[config.mk]
export PLATFORM = sky130hd
export DESIGN_NAME = fifo_pop_stage
export DESIGN_NICKNAME = d
export VERILOG_FILES = /design/src/rtl/fifo_pkg.sv /design/src/rtl/ff_en_ar.sv /design/src/rtl/sat_counter.sv /design/src/rtl/fifo_pop_stage.sv
export SDC_FILE = /design/constraint.sdc
export NUM_CORES = 1
export LEC_CHECK = 0
export ABC_AREA = 1
export CAP_MARGIN = 20
export CORE_UTILIZATION = 43
export DETAILED_ROUTE_END_ITERATION = 7
export GPL_TIMING_DRIVEN = 0
export PLACE_DENSITY = 0.78
export SYNTH_ARGS = -nofsm -noshare
export SYNTH_HDL_FRONTEND = slang
export SYNTH_SLANG_ARGS = --single-unit
[constraint.sdc]
create_clock -name clk -period 1.25 [get_ports clk]
set_input_delay 0.25 -clock clk [delete_from_list [all_inputs] [get_ports clk]]
set_output_delay 0.25 -clock clk [all_outputs]
set_load 0.02 [all_outputs]
[src/rtl/fifo_pkg.sv]
// Shared FIFO definitions: default data width and drain-stage occupancy encoding.
package fifo_pkg;

  localparam int FIFO_WIDTH = 8;

  typedef enum logic [1:0] {
    OCC_EMPTY = 2'd0,
    OCC_ONE   = 2'd1,
    OCC_TWO   = 2'd2
  } occ_e;

endpackage

[src/rtl/ff_en_ar.sv]
// Codebase FF cell: W-bit register with write enable and async active-low clear.
module ff_en_ar #(
  parameter int W = 8
) (
  input  logic         clk,
  input  logic         rst_n,
  input  logic         en,
  input  logic [W-1:0] d,
  output logic [W-1:0] q
);

  always_ff @(posedge clk or negedge rst_n) begin
    if (!rst_n) begin
      q <= '0;
    end else if (en) begin
      q <= d;
    end
  end

endmodule

[src/rtl/sat_counter.sv]
// W-bit up-counter that sticks at all-ones; cleared only by async reset.
module sat_counter #(
  parameter int W = 16
) (
  input  logic         clk,
  input  logic         rst_n,
  input  logic         inc,
  output logic [W-1:0] count
);

  always_ff @(posedge clk or negedge rst_n) begin
    if (!rst_n) begin
      count <= '0;
    end else if (inc && (count != '1)) begin
      count <= count + 1'b1;
    end
  end

endmodule

[src/rtl/fifo_pop_stage.sv]
// Two-entry skid drain stage between a FIFO pop interface and a valid/ready stream.
// Optional stall counter enabled by defining STALL_CNT_EN.
module fifo_pop_stage
  import fifo_pkg::*;
#(
  parameter int WIDTH   = FIFO_WIDTH,
  parameter int STALL_W = 16
) (
  input  logic               clk,
  input  logic               rst_n,
  input  logic               flush,
  input  logic               fifo_empty,
  input  logic [WIDTH-1:0]   fifo_data,
  output logic               fifo_pop,
  output logic               out_valid,
  input  logic               out_ready,
  output logic [WIDTH-1:0]   out_data
`ifdef STALL_CNT_EN
  ,
  output logic [STALL_W-1:0] stall_cnt
`endif
);

  occ_e             state;
  occ_e             state_nxt;
  logic             in_fire;
  logic             out_fire;
  logic             head_we;
  logic             tail_we;
  logic [WIDTH-1:0] head_d;
  logic [WIDTH-1:0] tail_q;

  // Pop depends only on occupancy, so out_ready never reaches the FIFO combinationally.
  // rst_n gates it so nothing is popped while the stage is held in reset.
  assign fifo_pop  = rst_n & ~fifo_empty & ~flush & (state != OCC_TWO);
  assign in_fire   = fifo_pop;
  assign out_valid = (state != OCC_EMPTY);
  assign out_fire  = out_valid & out_ready;

  always_comb begin
    state_nxt = state;
    if (flush) begin
      state_nxt = OCC_EMPTY;
    end else begin
      case (state)
        OCC_EMPTY: if (in_fire) state_nxt = OCC_ONE;
        OCC_ONE: begin
          if (in_fire && !out_fire)      state_nxt = OCC_TWO;
          else if (!in_fire && out_fire) state_nxt = OCC_EMPTY;
        end
        OCC_TWO:   if (out_fire) state_nxt = OCC_ONE;
        default:   state_nxt = OCC_EMPTY;
      endcase
    end
  end

  always_ff @(posedge clk or negedge rst_n) begin
    if (!rst_n) begin
      state <= OCC_EMPTY;
    end else begin
      state <= state_nxt;
    end
  end

  // Head is refilled from the FIFO or promoted from tail; flush suppresses promotion
  // so out_data stays put while the stage is emptied.
  assign head_we = ~flush & (((state == OCC_EMPTY) & in_fire) |
                             ((state == OCC_ONE) & in_fire & out_fire) |
                             ((state == OCC_TWO) & out_fire));
  assign head_d  = (state == OCC_TWO) ? tail_q : fifo_data;
  assign tail_we = (state == OCC_ONE) & in_fire & ~out_fire;

  ff_en_ar #(.W(WIDTH)) u_head (
    .clk   (clk),
    .rst_n (rst_n),
    .en    (head_we),
    .d     (head_d),
    .q     (out_data)
  );

  ff_en_ar #(.W(WIDTH)) u_tail (
    .clk   (clk),
    .rst_n (rst_n),
    .en    (tail_we),
    .d     (fifo_data),
    .q     (tail_q)
  );

`ifdef STALL_CNT_EN
  sat_counter #(.W(STALL_W)) u_stall (
    .clk   (clk),
    .rst_n (rst_n),
    .inc   (out_valid & ~out_ready),
    .count (stall_cnt)
  );
`else
  logic unused_stall_w;
  assign unused_stall_w = (STALL_W > 0);
`endif

endmodule
After elaboration in Yosys (flattened, before gate mapping)
Cells that the tools add are included.
{ "totals": {"out_inout_bits": 10, "inputBits": 13, "register_bits": 18, "elab_cells": 38} }
{ "classes": {"n_reduce_logical": 7, "mux": 7, "bitwise_logic": 15, "n_eq_ne": 6} }
{ "ops": {"columns": ["cell", "count"], "rows": [
  ["AND 1 bit", 10],
  ["two-way mux 2 bit", 5],
  ["two-way mux 8 bit", 1],
  ["!= test 3 bit (second input constant)", 2],
  ["case mux 2 bit (3 select lines)", 1],
  ["!= test 4 bit (second input constant)", 1],
  ["NOT 1 bit", 3],
  ["AND reduction 3 bit", 1],
  ["== test 2 x 1 -> 1 bit (second input constant)", 1],
  ["== test 2 bit (second input constant)", 1],
  ["logical AND 1 bit", 2],
  ["zero test 1 bit", 2],
  ["zero test 2 bit", 1],
  ["!= test 2 bit (second input constant)", 1],
  ["bitwise OR 1 bit", 2],
  ["nonzero test 2 bit", 1]
]} }

Depth between registers and ports, before layout
{ "depth": {"word_depth": 10, "ltp_mapped": 8, "mapped_depth_nobuf": 8} }

Modules after synthesis
Synthesis repeated with hierarchy kept, for this count alone.
{ "hier_totals": {"hier_cells": 127, "area_unflattened_um2": 898.4} }
{ "modules_own_cells": {"columns": ["mod", "area_per_inst_um2", "seq_area_each_um2", "instances", "cells_each"], "rows": [
  ["ff_en_ar", 305.3, 200.2, 2, 34],
  ["fifo_pop_stage", 287.8, 50.0, 1, 59]
]} }

Least setup slack after synthesis
No wires, ideal clock.
{ "synth_timing": {"path_type": "register to register", "start": "reg state[0]", "end": "reg u_head.q[0]", "n_path_buf": 0, "stages_incl_launch_ff": 7, "arrival_ps": 1203, "setup_slack_ps": -70, "setup_time_ps": 117, "synth_period_minus_slack_ps": 1320, "required_time_ps": 1133, "path_cell_list": "dfrtp_1 inv_1 nand2_1 a21oi_4 nand2_4 nand2_1 nand2_1"} }
{ "synth_via": {"word_cells_on_any_way": 15, "cone_classes": "eq/ne: 3; mux: 1; bitwise: 9; reduce/logical: 2"} }
{ "synth_lines": {"columns": ["item", "line", "source"], "rows": [
  ["start: declaration", "fifo_pop_stage.sv:24", "occ_e state;"],
  ["start signal: assignment", "fifo_pop_stage.sv:61", "state <= state_nxt;"],
  ["nonzero test 2 bit *", "fifo_pop_stage.sv:37", "assign out_valid = (state != OCC_EMPTY);"],
  ["via out_valid", "fifo_pop_stage.sv:15", "output logic out_valid,"],
  ["AND 1 bit *", "fifo_pop_stage.sv:38", "assign out_fire = out_valid & out_ready;"],
  ["AND 1 bit", "fifo_pop_stage.sv:68", "((state == OCC_ONE) & in_fire & out_fire) |"],
  ["bitwise OR 1 bit", "fifo_pop_stage.sv:67", "assign head_we = ~flush & (((state == OCC_EMPTY) & in_fire) |"],
  ["bitwise OR 1 bit *", "fifo_pop_stage.sv:68", null],
  ["AND 1 bit *", "fifo_pop_stage.sv:67", null],
  ["end signal: assignment", "ff_en_ar.sv:14", "q <= '0;"],
  ["end signal: assignment", "ff_en_ar.sv:16", "q <= d;"],
  ["end: declaration", "ff_en_ar.sv:9", "output logic [W-1:0] q"]
]} }
Mark *: on every way through the listed nets, which the timed path passes. The rest lies on a longest branch.
A chain may end at the register's enable or synchronous reset.

Worst setup path in the final report
{ "layout_timing": {"start": "reg state[0]", "end": "out fifo_pop"} }
{ "layout_via": {"elab_chain_cells": 2} }
{ "layout_rtl": {"columns": ["item", "line", "source"], "rows": [
  ["!= test 2 bit", "fifo_pop_stage.sv:35", "assign fifo_pop = rst_n & ~fifo_empty & ~flush & (state != OCC_TWO);"],
  ["AND 1 bit", "fifo_pop_stage.sv:35", null],
  ["end: declaration", "fifo_pop_stage.sv:14", "output logic fifo_pop,"]
]} }
No other way between the ends.

==> metrics.txt <==
Die ar. between 2000 and 2500 um^2; status finished, violations left; IO Count 23; Final Skew 0.00374 ns; yosys warns 0; Max clock buf depth 2; worst-skew pair later-pin latency 0.30 ns; worst-path cell chain inv_2 > nand2_4 > nand3_4 > inv_2 > buf_6; crit path max fanout 3; syn_area_per_cell 8.11 um^2; failing checks setup timing; post-place setup slack -1.37 ns; Synth Register Bits 18; Reg-to-Reg Start state[0]$_DFFE_PN0P_; Clock Sinks 18; Synth cell types 15; period utilization 113%; H-tree levels 1; largest net degree at the start of global routing 19; Routability Congestion ~0.8; LEAKAGE 0.744 nW; GRT Util Overall 16.8%; DR vias roughly 950; drt pass-1 iters 4; Setup Viol. Count Final 19; post-route ant nets 0; WL final 2440 um; input/output buffers 22; Min-Delay Path Class in2async; initial antenna violation count 0; Worst Setup Start Kind flip-flop; Cell Count, Final, Fillers Out 186; hpwl dp 1400 um; Initial Util approximately 47%; CTS Buf Count 3; worst vdd ir roughly 0.90 mV; WP data required 1.00 ns; total gr overflow 0; CP dominant cell by count inv_2; highest-count cells in the layout ignoring fill and taps 33 x nand2_1, 17 x dfrtp_1, 14 x buf_4; crit path time final 1.41 ns; Tot Pwr 0.00195 W; # fillers ~150; first-pass GRT wire length 3130 um; Pwr per Cell Area ~1400 nW/um^2; Hold Slack 0.189 ns; mapped cell area 941 um^2; DRC viols 0; RSZ-0062 raised after global routing true; FMAX around 0.71 GHz; Worst slew margin between 40% and 50%; Final Hold Vio Count 0; core box area about 2000 um^2; root buffer cell clkbuf_4; via density per instance 5.12; commonest non-fill, non-tap cell in the layout nand2_1; Cell Rows 16; DR WL/cell 13.1 um; vias in the first global route 765; 1st-iter DRT viols 26; CTS tree yes; Post-Route Utilization a little under three quarters; WS Path Type reg2out; Nets between 150 and 200; CP arrival approximately 1.2 ns; die width 48.8 um; crit-path max cell delay 0.42 ns; share of post-route cells with drive strength above 1 between 30% and 40%; sequential element share of the synthesized area 47.9%; setup ws final -0.159 ns; Max Cap Violations 0; Pins Over Slew Limit 0; area grow syn2layout 52.1%; post-synth net total 129; ANT cells 0; clock slew at reported path FFs approximately 0.10 ns; CP startpoint state[0]$_DFFE_PN0P_; DP Cell Count between 150 and 200; chip height 48.8 um; Crit-path slowest cell dfrtp_1; worst-margin pin slew 0.809 ns; Setup crit end kind output pin; Synth Instances 116
## synth_stat cells (all sizes together)
library cell  number  area, um^2
buf                2        22.5
a21oi              1        16.3
o31ai              1        7.51
inv               17        63.8
o21ai             17         119
nand4              1        6.26
dfrtp             18         450
nor3               1        5.00
nand3             12        60.1
nor2               2        7.51
nand2             44         183
## worst max-delay path, delay by kind of cell, from the launching register on
family,cells,cell delay [ns]
buffers and inverters,3,0.28
flip-flops,1,0.42
AND/OR/NAND/NOR,2,0.16
## sequential cells by signal, summed over array words and instances, names as in the netlist
name / count
state: 2
u_head.q: 8
u_tail.q: 8
## routing by layer
layer / vias up / track usage, % / routed length (um)
met5: - / 0 / 0
met4: 0 / 6.86 / 49
met3: 7 / 3.43 / 180
met2: 45 / 28.0 / 1160
met1: 438 / 21.3 / 1040
li1: 462 / - / -
## kinds of logic after synthesis
group | Yosys count | synth area share (%)
flip-flops | 18 | 47.9
AND/OR/NAND/NOR | 60 | 27.8
AO/OA/AOI/OAI | 19 | 15.2
buffers and inverters | 19 | 9.18
## final timing paths
path                       depth (start not counted)  slack [ns]                 endpoint
max                                                5       -0.16                 fifo_pop
min                                                2        0.19  u_head.q[2]$_DFFE_PN0P_
max reg2reg                                        7       -0.13  u_tail.q[6]$_DFFE_PN0P_
min reg2reg                                        2        0.48  u_head.q[6]$_DFFE_PN0P_
max in group asynchronous                          2        0.51     state[1]$_DFFE_PN0P_
min in group clk                                   2        0.40     state[1]$_DFFE_PN0P_
## where the power goes
part | internal [W] | total (W) | switching [W]
Sequential | 0.000755 | 0.000861 | 0.000106
Combinational | 0.000322 | 0.000727 | 0.000405
Clock | 0.000178 | 0.000359 | 0.000181
Total | 0.00125 | 0.00195 | 0.000693
## area by class of cell
type,instances,area (um^2),share of cell area [%]
tap,27,33.8,2.36
clock buffer,4,36.3,2.53
timing repair buffer,38,335,23.4
inverter,17,68.8,4.81
sequential,18,452,31.6
multi-input combinational,81,494,34.5
buffer,1,11.3,0.787
## what timing repair did
| action | in CTS | in global routing |
|---|---|---|
| resized for setup | 29 | 39 |
| endpoints found under the setup margin | 28 | 26 |
| hold endpoints to repair | 18 | 0 |
| hold buffers | 1 | 0 |
| buffers inserted | 3 | 11 |
| pin swaps | 0 | 9 |
| cloned | 0 | 3 |
## per-stage QoR
step | TNS [ns] | instance area, um^2
detailed placement | -21.46 | 1200
finish | -1.31 | 1430
CTS | -1.53 | 1240
floorplan | 0 | 943
global placement | -21.32 | 1200
global route | -2.65 | 1430
Power figures use the tool's default switching activity.
